===== config.mk =====
export PLATFORM = sky130hd
export DESIGN_NAME = charmatrix_pixel_streamer_flat
export DESIGN_NICKNAME = d
export VERILOG_FILES = /design/src/rtl/charmatrix_pixel_streamer_if.sv /design/src/rtl/charmatrix_pixel_streamer.sv /design/src/flat_wrapper.sv
export SDC_FILE = /design/constraint.sdc
export NUM_CORES = 1
export LEC_CHECK = 0
export CAP_MARGIN = 10
export CORE_AREA = 4 4 117 119
export CTS_CLUSTER_SIZE = 30
export DETAILED_ROUTE_END_ITERATION = 6
export DIE_AREA = 0 0 121 123
export GPL_TIMING_DRIVEN = 0
export PLACE_DENSITY = 0.87
export SLEW_MARGIN = 20
export SYNTH_ARGS = -nofsm -noshare
export SYNTH_HDL_FRONTEND = slang
export SYNTH_SLANG_ARGS = --single-unit
export TNS_END_PERCENT = 100

===== constraint.sdc =====
create_clock -name clk20 -period 5.5 [get_ports clk20]
set_input_delay 0.55 -clock clk20 [delete_from_list [all_inputs] [get_ports clk20]]
set_output_delay 0.55 -clock clk20 [all_outputs]
set_load 0.01 [all_outputs]

===== src/rtl/charmatrix_pixel_streamer_if.sv =====
// Pixel stream towards the WS2812B driver: one 24-bit GRB word per LED, latch flag on the frame's last pixel.
// Transfer occurs when pix_valid & pix_ready are both high at a rising clk20 edge.
interface charmatrix_pixel_streamer_if;
    logic [23:0] pix_data;
    logic        pix_valid;
    logic        pix_latch;
    logic        pix_ready;

    modport master (
        output pix_data,
        output pix_valid,
        output pix_latch,
        input  pix_ready
    );

    modport slave (
        input  pix_data,
        input  pix_valid,
        input  pix_latch,
        output pix_ready
    );
endinterface


===== src/rtl/charmatrix_pixel_streamer.sv =====
// Scans a ROWS x COLS one-bit bitmap into fg/bg colour words, one per LED; optional SERPENTINE_EN reverses odd rows.
// Latency: refresh at edge t -> first pixel valid after edge t+1; one idle cycle between pixels.
// Backpressure: pixel held stable while pix_ready is low; refresh while busy queues one pending frame.
module charmatrix_pixel_streamer #(
    parameter  int COLS = 8,
    parameter  int ROWS = 8,
    localparam int N    = ROWS * COLS,
    localparam int IW   = (N > 1) ? $clog2(N) : 1,
    localparam int RW   = (ROWS > 1) ? $clog2(ROWS) : 1,
    localparam int CW   = (COLS > 1) ? $clog2(COLS) : 1
) (
    input  logic                clk20,
    input  logic                reset,
    input  logic                row_we,
    input  logic [RW-1:0]       row_addr,
    input  logic [COLS-1:0]     row_data,
    input  logic [23:0]         fg_color,
    input  logic [23:0]         bg_color,
    input  logic                refresh,
    output logic                busy,
    charmatrix_pixel_streamer_if.master pix
);

    typedef enum logic [1:0] {
        IDLE    = 2'd0,
        FETCH   = 2'd1,
        PRESENT = 2'd2
    } state_t;

    state_t          state_q;
    logic [IW-1:0]   index_q;
    logic            busy_q;
    logic            pending_q;
    logic [23:0]     fg_snap_q;
    logic [23:0]     bg_snap_q;
    logic [23:0]     pix_data_q;
    logic            pix_valid_q;
    logic            pix_latch_q;
    logic [COLS-1:0] bitmap_q [ROWS];

    int              row_i;
    int              col_i;
    logic [RW-1:0]   row_sel;
    logic [CW-1:0]   col_sel;
    logic            pix_bit;
    logic            last_idx;

    // Integer arithmetic avoids truncating COLS when the whole frame is a single row.
    always_comb begin
        row_i = int'(index_q) / COLS;
        col_i = int'(index_q) % COLS;
`ifdef SERPENTINE_EN
        if (row_i[0]) begin
            col_i = COLS - 1 - col_i;
        end
`endif
        row_sel  = row_i[RW-1:0];
        col_sel  = col_i[CW-1:0];
        pix_bit  = bitmap_q[row_sel][col_sel];
        last_idx = (index_q == IW'(N - 1));
    end

    always_ff @(posedge clk20 or posedge reset) begin
        if (reset) begin
            for (int i = 0; i < ROWS; i++) begin
                bitmap_q[i] <= '0;
            end
        end else if (row_we && (int'(row_addr) < ROWS)) begin
            bitmap_q[row_addr] <= row_data;
        end
    end

    always_ff @(posedge clk20 or posedge reset) begin
        if (reset) begin
            state_q     <= IDLE;
            index_q     <= '0;
            busy_q      <= 1'b0;
            pending_q   <= 1'b0;
            fg_snap_q   <= '0;
            bg_snap_q   <= '0;
            pix_data_q  <= '0;
            pix_valid_q <= 1'b0;
            pix_latch_q <= 1'b0;
        end else begin
            case (state_q)
                IDLE: begin
                    if (refresh || pending_q) begin
                        fg_snap_q <= fg_color;
                        bg_snap_q <= bg_color;
                        index_q   <= '0;
                        busy_q    <= 1'b1;
                        pending_q <= 1'b0;
                        state_q   <= FETCH;
                    end
                end
                FETCH: begin
                    if (refresh) begin
                        pending_q <= 1'b1;
                    end
                    pix_data_q  <= pix_bit ? fg_snap_q : bg_snap_q;
                    pix_latch_q <= last_idx;
                    pix_valid_q <= 1'b1;
                    state_q     <= PRESENT;
                end
                PRESENT: begin
                    if (refresh) begin
                        pending_q <= 1'b1;
                    end
                    if (pix.pix_ready) begin
                        pix_valid_q <= 1'b0;
                        pix_latch_q <= 1'b0;
                        if (last_idx) begin
                            index_q <= '0;
                            busy_q  <= 1'b0;
                            state_q <= IDLE;
                        end else begin
                            index_q <= index_q + 1'b1;
                            state_q <= FETCH;
                        end
                    end
                end
                default: begin
                    state_q <= IDLE;
                end
            endcase
        end
    end

    assign busy          = busy_q;
    assign pix.pix_data  = pix_data_q;
    assign pix.pix_valid = pix_valid_q;
    assign pix.pix_latch = pix_latch_q;

endmodule


===== src/flat_wrapper.sv =====
// flat-port wrapper written by rule: the top's interface ports become plain ports
module charmatrix_pixel_streamer_flat 
#(
    parameter  int COLS = 8,
    parameter  int ROWS = 8,
    localparam int N    = ROWS * COLS,
    localparam int IW   = (N > 1) ? $clog2(N) : 1,
    localparam int RW   = (ROWS > 1) ? $clog2(ROWS) : 1,
    localparam int CW   = (COLS > 1) ? $clog2(COLS) : 1
)
  (clk20, reset, row_we, row_addr, row_data, fg_color, bg_color, refresh, busy, pix_pix_data, pix_pix_valid, pix_pix_latch, pix_pix_ready);
  charmatrix_pixel_streamer_if pix_i ();
  input  logic clk20;
  input  logic reset;
  input  logic row_we;
  input  logic [RW-1:0] row_addr;
  input  logic [COLS-1:0] row_data;
  input  logic [23:0] fg_color;
  input  logic [23:0] bg_color;
  input  logic refresh;
  output logic busy;
  output wire logic [$bits(pix_i.pix_data)-1:0] pix_pix_data;
  output wire logic [$bits(pix_i.pix_valid)-1:0] pix_pix_valid;
  output wire logic [$bits(pix_i.pix_latch)-1:0] pix_pix_latch;
  input wire logic [$bits(pix_i.pix_ready)-1:0] pix_pix_ready;
  assign pix_pix_data = pix_i.pix_data;
  assign pix_pix_valid = pix_i.pix_valid;
  assign pix_pix_latch = pix_i.pix_latch;
  assign pix_i.pix_ready = pix_pix_ready;
  charmatrix_pixel_streamer #(.COLS(COLS), .ROWS(ROWS)) u_core (.clk20(clk20), .reset(reset), .row_we(row_we), .row_addr(row_addr), .row_data(row_data), .fg_color(fg_color), .bg_color(bg_color), .refresh(refresh), .busy(busy), .pix(pix_i));
endmodule

==> results of run 1 <==
[where the power goes]
part           internal [W]  switching, W  total, W
Combinational      0.000800      0.000782   0.00158
Sequential          0.00150      0.000234   0.00173
Clock              0.000772      0.000434   0.00121
[final cells by class]
cell class,instances,area (µm²),share of cell area
multi-input cells,329,2910,0.340
clock inverters,7,120,0.0140
inverters,8,37.5,0.00439
flip-flops and latches,148,3700,0.433
plain buffers,33,174,0.0203
well taps,172,215,0.0252
repair buffers,87,888,0.104
clock buffers,24,502,0.0587
[worst paths after layout]
path	depth (start not counted)	from	end
hold reg to reg	1	u_core.bg_snap_q[20]	u_core.bg_snap_q[20]
setup reg to reg	8	u_core.index_q[5]	u_core.pix.pix_data[11]
min in group asynchronous	2	reset	u_core.fg_snap_q[16]
setup / recovery	8	u_core.index_q[5]	u_core.pix.pix_data[11]
hold / removal	1	u_core.bg_snap_q[20]	u_core.bg_snap_q[20]
max in group asynchronous	3	reset	u_core.bitmap_q[22]
[through the flow]
| step | std cells | setup TNS (ps) | power, W |
|---|---|---|---|
| detailed placement | 777 | 0 | 0.00328 |
| CTS | 808 | 0 | 0.00452 |
| finish | 808 | 0 | 0.00452 |
| global route | 808 | 0 | 0.00475 |
| global placement | 776 | -94000 | 0.00317 |
| floorplan | 518 | 0 | 0.00272 |
[state kept, by name, indices dropped and copies added (netlist names), 2 cells and up]
name,count
u_core.pix.pix_data,24
u_core.bitmap_q,64
u_core.fg_snap_q,24
u_core.bg_snap_q,24
u_core.state_q,2
u_core.index_q,6
[routing by layer]
layer | vias up | track usage | wire, µm
met5 | - | 0 | 0
met4 | 0 | 0.113 | 540
met3 | 51 | 0.0476 | 756
met2 | 152 | 0.392 | 8550
met1 | 2480 | 0.277 | 6580
li1 | 2116 | - | -
[cell usage after synthesis (2+ instances only)]
library cell    n
nor3b_2         2
dfrtp_1       148
o221ai_1       24
inv_1           7
nand4b_1        3
nand2_1        58
mux2_2        116
buf_4           4
buf_6           4
mux2i_1         5
buf_2           4
o211ai_1       25
and2_1         25
nor3_1          2
mux4_2         15
nor2b_1         2
o22ai_1         2
a21oi_1         4
nand2b_1        2
o21ai_0        14
ha_1            5
nor2_1          8
nand3_1         3
clkbuf_1       20
[kinds of logic after synthesis]
logic type                 after synthesis
DFF                                    148
AOI/OAI and AO/OA                       80
and+or+nand+nor                        108
muxes                                  136
adders and majority gates                5
buffers and inverters                   41
==> out/metrics.cfg, run 1 <==
[floorplan]
core.rowCount=41
die_x_um=121
io_pins=91
core_area_um2=12600
fp.dieH_um=123
dieArea_um2=14900
initial_core_util=0.542

[logic_synthesis]
syn_area_um2=6810
synth_top_cell_by_area=dfrtp_1
yosys.area_share.simple=0.0775
synth_top_family_by_area=multiplexers
synth_edf_count=0
synth_area_leaders=dfrtp_1, mux2_2, mux4_2, nand2_1, o221ai_1
yosysSeqAreaShare=0.544
synth_nets=587
synthArstFlopShare=1.00
synth_xor_area_frac=0
synth_area_per_cell_um2=13.2
yosys-mux-area-fraction=0.249
synth-compound-area-share=0.0911
yosys.area_share.adder=0.00918
synth_ff_type=dfrtp_1
synth_cells=518
synth_seq_cells=148
synth_cell_types=40
post-synth-top-area-fraction=0.544
yosys_warnings=0

[power]
p_leak_nw=3.47
vdd_drop_max_v=0.000278
power_density_nw_per_um2=528

[placement]
dp_hpwl_um=10700
place_congestion=0.803
portBuffers=86
place_ws_ps=2590
place_area_um2=7930

[finish]
syn_to_final_growth_pct=25.5
final_common_cell=dfrtp_1
mostFrequentLayoutCells=dfrtp_1, mux2_2, clkdlybuf4s50_1
final_area_um2=8550
fillers=859
nets=693
n_antenna_cell=0
drive_above_1_share=0.286
utilization=0.680

[sta]
rsz0062_at_grt=no
finalCriticalPeriod_ps=2710
finalSetupViolCount=0
finalWorstSetupSlack_ps=2790
maxSlewViolCount=0
worst_pin_slew_ps=970
hold_ws_ps=498
finalClockSkew_ps=12.0
period_share=0.493
relSlewSlack=0.350
hold_viol_final=0
max_freq_mhz=369

[clock_network]
clockRootBuffer=clkbuf_16
cts_tree=built
numCtsBuffers=17
post_cts_buffers=0
clockBufferDepth=2
clock_sinks=148
cts-resized-gates=0
cts_hold_buf=0
clkTransAtPathRegs_ps=60
h-tree-depth=4
clk-insertion-delay-late_ps=420

[detailed_routing]
routed_wl_um=16400
drc_errors=0
vias_per_cell=5.94
num_vias=4799
drtPass1Iterations=5
ant_nets=0
wire_per_inst_um=20.3
drt_iter0_markers=376

[worst_setup_path]
path_class=reg -> reg
path_cells=buf_4, buf_2, mux4_2, mux2i_1, a22o_1, clkbuf_1, o221ai_1, o211ai_1
critPathArrivalTime_ps=3040
critPathTopFamily=buffers and inverters
cp_num_buf_inv=3
path_max_fanout=10
cp_data_required_time_ps=5830
crit_path_start_kind=register
critPathMaxStageDelay_ps=420
crit_path_end_kind=register
slowest_stage=clkbuf_1
reg2reg_setup_slack_ps=2790

[global_route]
grt_usage=0.229
grt_start_max_net_pins=88
gr-total-overflow=0
antenna_found_initial=0
grt_pass1_vias=5113
grt_pass1_wl_um=26100

[hold_path]
holdCritPathClass=reg -> reg

[flow_run]
cap_viol_max_count=0

[outcome]
outcome=complete, no violations

No activity file was read; power rests on OpenSTA's default activity.
==> run 2: changes to the inputs <==
- CORE_AREA: 4 4 117 119 -> 4 4 122 124
- DIE_AREA: 0 0 121 123 -> 0 0 126 128
- PLACE_DENSITY: 0.87 -> 0.85
- clock period: 5.5 -> 2.24 ns (I/O delays scaled with it)
==> run 2 against run 1 <==
Setup slack worse by 2800 ps. Clock power up 140%. Sequential share of layout area down 1.0 points. Sequential cell count unchanged. Via count up 3.9%. Global-route usage down 0.59 points. Largest power group unchanged.
==> out/metrics.cfg, run 2 (synthesis gave the netlist of run 1 again) <==
[outcome]
outcome=complete, no violations  ; unchanged

[finish]
mostFrequentLayoutCells=dfrtp_1, mux2_2, clkdlybuf4s50_1  ; unchanged
n_antenna_cell=0  ; unchanged
nets=708  ; was 693
syn_to_final_growth_pct=28.5  ; was 25.5%
final_common_cell=dfrtp_1  ; unchanged
drive_above_1_share=0.319  ; was 0.286
top_register=u_core.bitmap_q  ; unchanged
largest_reg_flops=64  ; unchanged

[worst_setup_path]
r2r_end=u_core.pix.pix_data[3]  ; was u_core.pix.pix_data[11]
path_class=reg -> reg  ; unchanged
critPathArrivalTime_ps=2580  ; was 3040 ps
crit_path_end_kind=register  ; unchanged
worstSetupEndpoint=u_core.pix.pix_data[3]  ; was u_core.pix.pix_data[11]
reg2reg_setup_slack_ps=0.2  ; was 2790 ps
cp_data_required_time_ps=2580  ; was 5830 ps
crit_path_start_kind=register  ; unchanged
path_max_fanout=10  ; unchanged
crit_start=u_core.index_q[3]  ; was u_core.index_q[5]
worstReg2RegStart=u_core.index_q[3]  ; was u_core.index_q[5]
reg2reg_depth=7  ; was 8

[global_route]
grt_pass1_wl_um=28000  ; was 26100 µm
grt_pass1_vias=5195  ; was 5113
grt_use_met2=0.383  ; was 0.392
met3_usage=0.0454  ; was 0.0476
antenna_found_initial=0  ; unchanged
busiest_layer=met2  ; unchanged
grt_start_max_net_pins=39  ; was 88
grt_usage=0.223  ; was 0.229
grt_util_met1=0.279  ; was 0.277
gr-total-overflow=0  ; unchanged

[detailed_routing]
wire_per_inst_um=21.2  ; was 20.3 µm
vias_per_cell=5.99  ; was 5.94
drc_errors=0  ; unchanged
ant_nets=0  ; unchanged
num_vias=4985  ; was 4799
drt_iter0_markers=420  ; was 376
drtPass1Iterations=5  ; unchanged
routed_wl_um=17700  ; was 16400 µm

[sta]
relSlewSlack=0.451  ; was 0.350
finalSetupViolCount=0  ; unchanged
period_share=1.00  ; was 0.493
finalCriticalPeriod_ps=2240  ; was 2710 ps
max_freq_mhz=446  ; was 369 MHz
maxSlewViolCount=0  ; unchanged
worst_pin_slew_ps=820  ; was 970 ps
finalSetupTns_ps=0  ; unchanged
finalClockSkew_ps=5.63  ; was 12.0 ps
hold_viol_final=0  ; unchanged
finalWorstSetupSlack_ps=0.177  ; was 2790 ps
rsz0062_at_grt=yes  ; was no

[clock_network]
clockBufferDepth=2  ; unchanged
numCtsBuffers=17  ; unchanged
cts_hold_buf=0  ; unchanged
clockRootBuffer=clkbuf_16  ; unchanged
cts_tree=built  ; unchanged
clkTransAtPathRegs_ps=60  ; about the same
h-tree-depth=4  ; unchanged
clock_sinks=148  ; unchanged
clk-insertion-delay-late_ps=430  ; was 420 ps

[power]
power_density_nw_per_um2=1290  ; was 528 nW/µm²
vdd_drop_max_v=0.000739  ; was 0.000278 V
fin_total_pwr_w=0.0113  ; was 0.00452 W
p_leak_nw=3.57  ; was 3.47 nW

[floorplan]
fp.dieH_um=128  ; was 123 µm
dieArea_um2=16100  ; was 14900 µm²
core.rowCount=43  ; was 41
core_area_um2=13800  ; was 12600 µm²
initial_core_util=0.495  ; was 0.542
die_x_um=126  ; was 121 µm
io_pins=91  ; unchanged

[placement]
place_congestion=0.842  ; was 0.803
dp_hpwl_um=11800  ; was 10700 µm
place_ws_ps=-336  ; was 2590 ps
portBuffers=86  ; unchanged

[hold_path]
holdCritPathClass=in -> async  ; was reg -> reg

[flow_run]
cap_viol_max_count=0  ; unchanged

run 2: cell types whose count changed in the layout (fill, tap and decap cells not counted), moves of 2 or more:
cell,previous run,this run
clkbuf_4,0,3
buf_4,4,16
mux2_4,0,2
buf_8,0,2
clkbuf_8,5,2
buf_12,0,5
buf_6,4,2
clkbuf_1,22,18
clkinv_4,2,0
clkinvlp_4,1,3
mux2_2,116,114
clkinv_2,1,5
run 2: what timing repair did:
item	in CTS	in global routing
endpoints found under the setup margin	35	24
pin swaps	4	3
cloned	0	1
gates resized for setup	19	8
setup buffers	7	3
run 2: worst min-delay path by stage:
stage	startpoint	to	slack, ps
after CTS	reset	u_core.state_q[0]	90
after global routing	reset	u_core.state_q[0]	100
after detailed placement	u_core.pix.pix_data[7]	u_core.pix.pix_data[7]	490
after floorplan	pix_pix_ready	u_core.pix.pix_valid	330
final	reset	u_core.pix.pix_latch	90
after global placement	u_core.bg_snap_q[1]	u_core.bg_snap_q[1]	480
run 2: worst max-delay path: stages, from the launching register on:
cell and delay (ps):
dfrtp_1 320, buf_4 200, mux4_2 540, mux2i_1 240
a221o_2 310, clkbuf_4 240, o221ai_1 150, o211ai_1 130
run 2: per-stage QoR:
stage,instances,hold slack (ps),utilization,cell area (µm²)
5_1_grt,832,103,0.636,8760
3_5_place_dp,789,488,0.580,8000
3_3_place_gp,784,480,0.574,7900
6_report,832,90.4,0.636,8760
2_1_floorplan,518,333,-,6820
4_1_cts,828,91.5,0.631,8690
run 2: final cells by class:
cell class | count | area (µm²)
buffer | 33 | 214
multi-input combinational | 329 | 2940
tap | 180 | 225
clock buffer | 22 | 464
fill | 981 | 5020
timing repair buffer | 102 | 1050
inverter | 8 | 33.8
sequential | 148 | 3700
clock inverter | 10 | 130
run 2: power breakdown:
group	total [W]	internal, W	switching [W]
Combinational	0.00418	0.00215	0.00202
Clock	0.00287	0.00180	0.00107
Sequential	0.00425	0.00367	0.000582
run 2: metal layers:
| metal | up-vias | share of wire |
|---|---|---|
| met3 | 48 | 0.056 |
| met4 | 0 | 0.029 |
| met5 | - | 0 |
| met2 | 224 | 0.52 |
| li1 | 2145 | - |
| met1 | 2568 | 0.40 |
==> run 3: changes to the inputs <==
- SLEW_MARGIN: 20 -> 5
==> run 3 against run 2 <==
The run now ends with DRC left. Cell count down 0.48%. Clock-buffer cell count up 1. Critical path depth unchanged. Register-to-register slack about the same. Non-clock buffer count down 4. Die area unchanged. Clock power down 6%. Setup slack better by 12 ps. Final area down 0.76%. Clock skew up 3.6 ps.
==> out/metrics.cfg, run 3 (synthesis gave the netlist of run 1 again) <==
[global_route]
grt_util_met1=0.275  ; was 0.279
grt_pass1_vias=5230  ; was 5195
grt_usage=0.221  ; was 0.223
grt_start_max_net_pins=43  ; was 39
grt_use_met2=0.366  ; was 0.383
gr-total-overflow=0  ; unchanged
grt_pass1_wl_um=27500  ; was 28000 µm
antenna_found_initial=0  ; unchanged
met3_usage=0.0667  ; was 0.0454
busiest_layer=met2  ; unchanged

[sta]
hold_viol_final=0  ; unchanged
finalSetupTns_ps=0  ; unchanged
worst_pin_slew_ps=896  ; was 820 ps
finalClockSkew_ps=9.26  ; was 5.63 ps
hold_ws_ps=320  ; was 90.4 ps
period_share=0.994  ; was 1.00
finalCriticalPeriod_ps=2230  ; was 2240 ps
finalSetupViolCount=0  ; unchanged
relSlewSlack=0.399  ; was 0.451
max_freq_mhz=449  ; was 446 MHz
maxSlewViolCount=0  ; unchanged
rsz0062_at_grt=yes  ; unchanged

[clock_network]
numCtsBuffers=17  ; unchanged
clock_sinks=148  ; unchanged
clk-insertion-delay-late_ps=430  ; about the same
clockRootBuffer=clkbuf_16  ; unchanged
h-tree-depth=4  ; unchanged
clkTransAtPathRegs_ps=60  ; about the same
clockBufferDepth=2  ; unchanged
cts_hold_buf=0  ; unchanged
cts_tree=built  ; unchanged

[power]
vdd_drop_max_v=0.000812  ; was 0.000739 V
power_density_nw_per_um2=1270  ; was 1290 nW/µm²
fin_total_pwr_w=0.0110  ; was 0.0113 W
p_leak_nw=3.54  ; was 3.57 nW

[detailed_routing]
wire_per_inst_um=20.9  ; was 21.2 µm
drt_iter0_markers=335  ; was 420
routed_wl_um=17300  ; was 17700 µm
ant_nets=0  ; unchanged
drtPass1Iterations=7  ; was 5
drc_errors=11  ; was 0
num_vias=4842  ; was 4985
vias_per_cell=5.85  ; was 5.99

[floorplan]
fp.dieH_um=128  ; unchanged
core.rowCount=43  ; unchanged
initial_core_util=0.495  ; unchanged
dieArea_um2=16100  ; unchanged
core_area_um2=13800  ; unchanged
io_pins=91  ; unchanged
die_x_um=126  ; unchanged

[hold_path]
holdCritPathClass=in -> async  ; unchanged

[outcome]
violations=DRC
outcome=finished with violations  ; was complete, no violations

[placement]
place_area_um2=7970  ; was 8000 µm²
portBuffers=86  ; unchanged
dp_hpwl_um=11700  ; was 11800 µm
place_congestion=0.842  ; unchanged

[worst_setup_path]
cp_data_required_time_ps=2580  ; about the same
critPathArrivalTime_ps=2570  ; was 2580 ps
path_max_fanout=10  ; unchanged
crit_path_end_kind=register  ; unchanged
reg2reg_setup_slack_ps=10  ; was 0.2 ps
path_class=reg -> reg  ; unchanged
crit_path_start_kind=register  ; unchanged

[finish]
largest_reg_flops=64  ; unchanged
utilization=0.631  ; was 0.636
final_common_cell=dfrtp_1  ; unchanged
mostFrequentLayoutCells=dfrtp_1, mux2_2, clkdlybuf4s50_1  ; unchanged
nets=704  ; was 708
syn_to_final_growth_pct=27.6  ; was 28.5%
final_area_um2=8690  ; was 8760 µm²
drive_above_1_share=0.318  ; was 0.319
n_antenna_cell=0  ; unchanged
top_register=u_core.bitmap_q  ; unchanged

[flow_run]
cap_viol_max_count=0  ; unchanged

## run 3: path summary, 6_finish.rpt
path	cells after the start	to	from
max	7	u_core.pix.pix_data[3]	u_core.index_q[4]
min	2	u_core.state_q[0]	reset
max reg2reg	7	u_core.pix.pix_data[3]	u_core.index_q[4]
min reg2reg	2	u_core.pix.pix_data[7]	u_core.pix.pix_data[7]
max in group asynchronous	4	u_core.bitmap_q[32]	reset
min in group clk20	2	u_core.fg_snap_q[11]	fg_color[11]
## run 3: report_power, final
part	switching, W	internal (W)	total, W	leakage (nW)
Combinational	0.00197	0.00212	0.00408	1.48
Clock	0.00107	0.00163	0.00271	0.275
Sequential	0.000578	0.00367	0.00425	1.78
Total	0.00362	0.00742	0.0110	3.54
## run 3: timing repair
action | 4_1_cts | 5_1_grt
gates resized for setup | 16 | 17
cloned | 0 | 1
pin swaps | 3 | 2
hold endpoints to repair | 0 | 0
setup endpoints to repair | 35 | 28
buffers inserted | 8 | 0
## run 3: routing by layer
layer  part of all wire  up-vias
met5                  0        -
met3              0.051       36
met1               0.41     2507
met2               0.52      158
li1                   -     2141
met4              0.021        0
## run 3: through the flow
| stage | std cells | setup slack, ps |
|---|---|---|
| 2_1_floorplan | 518 | 116 |
| 3_3_place_gp | 784 | -922 |
| 3_5_place_dp | 787 | -384 |
| 4_1_cts | 827 | -24.6 |
| 5_1_grt | 828 | -43.5 |
| 6_report | 828 | 12.6 |
## run 3: worst max-delay path, stage by stage, from the launching register on
cell and delay (ps):
dfrtp_2 460, clkbuf_16 180, mux4_2 350, mux2i_1 100
a221o_2 420, o22a_4 280, buf_8 150, o211ai_1 190
## run 3: area by class of cell
type                       instances  area, µm²
buffer                            33        215
clock buffer                      23        488
inverter                           8       33.8
tap                              180        225
fill                            1002       5080
sequential                       148       3700
timing repair buffer              98       1010
multi-input combinational        329       2940
clock inverter                     9       77.6
